--- config.mk ---
export PLATFORM = sky130hd
export DESIGN_NAME = keyboard_pad_decoder
export DESIGN_NICKNAME = d
export VERILOG_FILES = /design/src/rtl/keyboard_pad_decoder.sv
export SDC_FILE = /design/constraint.sdc
export NUM_CORES = 1
export LEC_CHECK = 0
export BUFFER_PORTS_ARGS = -buffer_cell sky130_fd_sc_hd__buf_2
export CORE_MARGIN = 2
export CORE_UTILIZATION = 55
export CTS_CLUSTER_SIZE = 10
export DETAILED_ROUTE_END_ITERATION = 8
export GPL_ROUTABILITY_DRIVEN = 0
export PLACE_DENSITY = 0.87
export SLEW_MARGIN = 10
export SYNTH_ARGS = -nofsm -noshare
export SYNTH_HDL_FRONTEND = slang
export SYNTH_SLANG_ARGS = --single-unit
--- constraint.sdc ---
create_clock -name clk -period 2.1 [get_ports clk]
set_input_delay 0.42 -clock clk [delete_from_list [all_inputs] [get_ports clk]]
set_output_delay 0.42 -clock clk [all_outputs]
set_load 0.005 [all_outputs]
--- src/rtl/keyboard_pad_decoder.sv ---
// PS/2 scan-code decoder: turns make/break sequences (with E0/F0 prefixes)
// into held pad commands for two players plus a one-cycle start request.
module keyboard_pad_decoder #(
   parameter logic [7:0] KEY_UP_P1      = 8'h1D,
   parameter logic [7:0] KEY_DOWN_P1    = 8'h1B,
   parameter logic [7:0] KEY_UP_P2      = 8'h75,
   parameter logic [7:0] KEY_DOWN_P2    = 8'h72,
   parameter logic [7:0] KEY_START      = 8'h29,
   parameter int         PREFIX_TIMEOUT = 100000
) (
   input  logic       clk,
   input  logic       rst,
   input  logic [7:0] rx_data,
   input  logic       rx_valid,
   output logic       up_p1,
   output logic       down_p1,
   output logic       up_p2,
   output logic       down_p2,
   output logic       start_pulse,
   output logic [1:0] o_dbg_state
);

   localparam int CW = (PREFIX_TIMEOUT > 1) ? $clog2(PREFIX_TIMEOUT) : 1;
   localparam logic [CW-1:0] TMAX = CW'(PREFIX_TIMEOUT - 1);

   localparam logic [7:0] BYTE_EXT = 8'hE0;
   localparam logic [7:0] BYTE_BRK = 8'hF0;

   typedef enum logic [1:0] {
      IDLE    = 2'd0,
      EXT     = 2'd1,
      BRK     = 2'd2,
      EXT_BRK = 2'd3
   } state_t;

   state_t        r_state, w_state_nxt;
   logic [CW-1:0] r_cnt, w_cnt_nxt;
   logic          r_up1, r_dn1, r_up2, r_dn2, r_start, r_start_d;
   logic          w_up1_nxt, w_dn1_nxt, w_up2_nxt, w_dn2_nxt, w_start_nxt;
   logic          w_code, w_ext, w_brk;

   // rx_valid is a one-cycle strobe with no back-pressure: every strobe
   // carries exactly one byte and is consumed on that same clock edge.
   always_comb begin
      w_state_nxt = r_state;
      w_cnt_nxt   = r_cnt;
      w_code      = 1'b0;
      w_ext       = 1'b0;
      w_brk       = 1'b0;
      w_up1_nxt   = r_up1;
      w_dn1_nxt   = r_dn1;
      w_up2_nxt   = r_up2;
      w_dn2_nxt   = r_dn2;
      w_start_nxt = r_start;

      if (rx_valid) begin
         w_cnt_nxt = '0;
         case (r_state)
            IDLE: begin
               if (rx_data == BYTE_EXT)      w_state_nxt = EXT;
               else if (rx_data == BYTE_BRK) w_state_nxt = BRK;
               else                          w_code      = 1'b1;
            end
            EXT: begin
               if (rx_data == BYTE_BRK) w_state_nxt = EXT_BRK;
               else if (rx_data != BYTE_EXT) begin
                  w_code      = 1'b1;
                  w_ext       = 1'b1;
                  w_state_nxt = IDLE;
               end
            end
            BRK: begin
               if (rx_data != BYTE_EXT && rx_data != BYTE_BRK) begin
                  w_code      = 1'b1;
                  w_brk       = 1'b1;
                  w_state_nxt = IDLE;
               end
            end
            default: begin
               if (rx_data != BYTE_EXT && rx_data != BYTE_BRK) begin
                  w_code      = 1'b1;
                  w_ext       = 1'b1;
                  w_brk       = 1'b1;
                  w_state_nxt = IDLE;
               end
            end
         endcase
      end else if (r_state == IDLE) begin
         w_cnt_nxt = '0;
      end else if (r_cnt == TMAX) begin
         // Abandon a stale prefix; flags are deliberately left alone.
         w_state_nxt = IDLE;
         w_cnt_nxt   = '0;
      end else begin
         w_cnt_nxt = r_cnt + 1'b1;
      end

      if (w_code) begin
         if (!w_ext && rx_data == KEY_UP_P1)   w_up1_nxt   = ~w_brk;
         if (!w_ext && rx_data == KEY_DOWN_P1) w_dn1_nxt   = ~w_brk;
         if ( w_ext && rx_data == KEY_UP_P2)   w_up2_nxt   = ~w_brk;
         if ( w_ext && rx_data == KEY_DOWN_P2) w_dn2_nxt   = ~w_brk;
         if (!w_ext && rx_data == KEY_START)   w_start_nxt = ~w_brk;
      end
   end

   always_ff @(posedge clk) begin
      if (rst) begin
         r_state   <= IDLE;
         r_cnt     <= '0;
         r_up1     <= 1'b0;
         r_dn1     <= 1'b0;
         r_up2     <= 1'b0;
         r_dn2     <= 1'b0;
         r_start   <= 1'b0;
         r_start_d <= 1'b0;
      end else begin
         r_state   <= w_state_nxt;
         r_cnt     <= w_cnt_nxt;
         r_up1     <= w_up1_nxt;
         r_dn1     <= w_dn1_nxt;
         r_up2     <= w_up2_nxt;
         r_dn2     <= w_dn2_nxt;
         r_start   <= w_start_nxt;
         r_start_d <= r_start;
      end
   end

   // Opposing keys of one player cancel; outputs are forced low during reset.
   assign up_p1       = ~rst & r_up1 & ~r_dn1;
   assign down_p1     = ~rst & r_dn1 & ~r_up1;
   assign up_p2       = ~rst & r_up2 & ~r_dn2;
   assign down_p2     = ~rst & r_dn2 & ~r_up2;
   assign start_pulse = ~rst & r_start & ~r_start_d;
   assign o_dbg_state = r_state;

endmodule

==> out/results.txt <==
Power Density: 536.4 nW/um^2
Hold path cells: 2
Vias in the first global route: 1013
Number of synthesized flops with an enable pin: 0
Fin. Hold Viols: 0
DRC Markers: 0
I/O Pins: 18
Mapped Cells: 138
Fmax: 553.0 MHz
Hold crit path type: in2reg
Crit Reg-Reg Endpoint: r_cnt[11]
Initial antenna violation count: 0
Initial cell density of the core: 0.5965
GR Overflow Total: 0
Main synth FF type: dfxtp_1
WL per Instance: 13.01 um
Area after DPL: 1313 sq um
Crit path time final: 1808 ps
RSZ-0062 raised after global routing: no
RR Startpoint: r_cnt[0]
# hold bufs at CTS: 0
CP Max Fanout: 13
Max-Cap Viols: 0
Clock skew: 13.96 ps
First-pass GRT wire length: 4.333 mm
Avg Synthesized Cell Area: 8.740 sq um
Final setup viols: 0
Clock Tree Root: clkbuf_4
Row count: 16
Worst min-delay path startpoint: rst
Die Ht: 50.83 um
Fin Setup TNS: 0 ps
Total wire length: 2.380 mm
Placed cells: 179
Worst Path Required: 2320 ps
GRT Max-Usage Layer: met2
Final setup margin: 291.6 ps
Synth area leaders: dfxtp_1 (41%), xnor2_1 (8.0%), nor2_1 (7.8%), nor4_1 (4.1%), a211oi_1 (3.1%)
Worst setup path class: reg2reg
Longest Clk Path Bufs: 2
Met2 GRT Util: 0.3904
Vias: 1033
Hold endpoint: o_dbg_state[0]
Post-CTS Repair Setup Buffers: 0
Status: completed
GR met1 Demand/Resource: 0.2435
Number of DRC markers in iteration 0: 17
Final non-filler cell total: 183
Post-place setup slack: 326.6 ps
Reg2Reg Depth: 6
Synth warn: 0
Cell taking the most area after synthesis: dfxtp_1
VDD IR-drop max: 0.5443 mV
Clock slew at reported path FFs: 140 ps
CP startpoint kind: flop
CP endpoint kind: flop
Total Routing Usage GR: 0.2194
Largest net degree at the start of global routing: 14
Fin area: 1339 sq um
Dpl hpwl: 1.845 mm
Routed Antenna Nets: 0
Lkg Pwr: 0.4103 nW
Port Buffers: 17
Async S/R FF share, synth: 0
Final worst-path cycle share: 0.8611
Syn Nets: 150
Via density per instance: 5.645
Mapped cell area: 1206 sq um
Layout cells sized above 1: 0.1731
Yosys top cell area share: 0.4149
Clock latency on the worst-skew pair: 330 ps
CTS Buf Count: 3
Total power: 718.2 uW
Slew Limit Fails: 0
FF-to-FF setup slack: 290 ps
# fillers: 181
Die ar.: 2584 sq um
Slew margin rel.: 0.7393
Core area: 2022 sq um
Flops & latches, synth: 25
Htree depth: 1
Number of diodes: 0
Slew @ Worst Pin: 387.5 ps
Netlist cell types: 35
Drt first pass iters: 4
Sequential fraction of the synthesis area: 0.4149
Layout Nets: 169
Die span in x: 50.83 um
GR Layer Usage met3: 0.06725
TritonCTS clock tree: yes
Area delta synth->final: 11.00%
CP arrival: 2030 ps
CTS Sinks: 25
Post-cts repair resize count: 0
[cell usage in the layout, fill, tap and decap left out, types with 2 or more instances in the layout]
master,synthesis,layout
a211oi_1,5,5
a21oi_1,3,3
buf_2,0,17
clkbuf_4,0,3
dfxtp_1,25,25
inv_1,6,6
nand2_1,3,3
nand2b_1,2,2
nand3_1,4,4
nand3_2,2,2
nand3b_1,3,3
nand4_1,4,4
nand4bb_1,3,3
nor2_1,25,25
nor2b_1,2,2
nor3_1,3,3
nor3b_1,4,4
nor4_1,8,8
nor4b_1,2,2
o211ai_1,2,2
o21ai_0,3,3
or4_1,2,2
xnor2_1,11,11
xor2_1,2,2
[layer usage]
metal  part of all wire  vias up
met3              0.041        7
li1                   -      532
met5                  0        -
met1               0.42      469
met4              0.019        0
met2               0.52       25
[cells in the mapped netlist, drive strengths merged (4+ instances only)]
cell type / count
a211oi: 5
nand4: 4
a21oi: 4
dfxtp: 25
inv: 6
xnor2: 11
nor2: 25
nor4: 8
nor3b: 4
nand3: 6
[power by group]
part	total, mW	switching (mW)	internal [mW]
clock network	0.215	0.141	0.0745
logic	0.0281	0.0153	0.0129
registers	0.475	0.000228	0.474
[layout make-up]
type	instances	area (sq um)	share of cell area
sequential	25	500.5	0.3738
multi-input combinational	103	663.1	0.4953
timing repair buffer	18	92.59	0.06916
clock buffer	4	26.28	0.01963
inverter	6	22.52	0.01682
tap	27	33.78	0.02523
[metrics by stage]
stage / hold slack (ps) / util
floorplan: 429.9 / -
global placement: 446.3 / 0.6491
detailed placement: 454.4 / 0.6491
CTS: 400.1 / 0.6621
global route: 394.6 / 0.6621
finish: 397.1 / 0.6621
[critical path, cell delays in order, from the launching register on]
cell	delay, ps
dfxtp_1	390
ha_1	230
nand3_2	140
or2_1	320
o211ai_2	300
buf_4	250
nor2_1	70
[worst max-delay path by stage]
stage / endpoint / slack (ps) / cells past startpoint / startpoint
after floorplan: r_cnt[16] / 380 / 6 / r_cnt[0]
after detailed placement: r_cnt[15] / 330 / 6 / r_cnt[0]
after global placement: r_cnt[16] / 380 / 5 / r_cnt[0]
after global routing: r_cnt[3] / 140 / 6 / r_cnt[0]
after CTS: r_cnt[16] / 310 / 5 / r_cnt[0]
final: r_cnt[11] / 290 / 6 / r_cnt[0]
[flip-flops by register name, indices dropped and copies added, names as in the netlist]
register / cells
r_dn1: 1
r_start_d: 1
r_start: 1
r_dn2: 1
o_dbg_state: 2
r_up1: 1
r_up2: 1
r_cnt: 17
[logic make-up (layout without fill, tap and decap cells)]
family / Yosys count / count (layout) / share of synthesized area
adder cells (fa/ha/maj): 1 / 1 / 0.01037
AO/OA/AOI/OAI: 16 / 16 / 0.09232
flip-flops: 25 / 25 / 0.4149
AND/OR/NAND/NOR: 73 / 73 / 0.3527
XOR/XNOR: 13 / 13 / 0.09440
buffers and inverters: 10 / 28 / 0.03527
(Power assumes the default switching activity.)
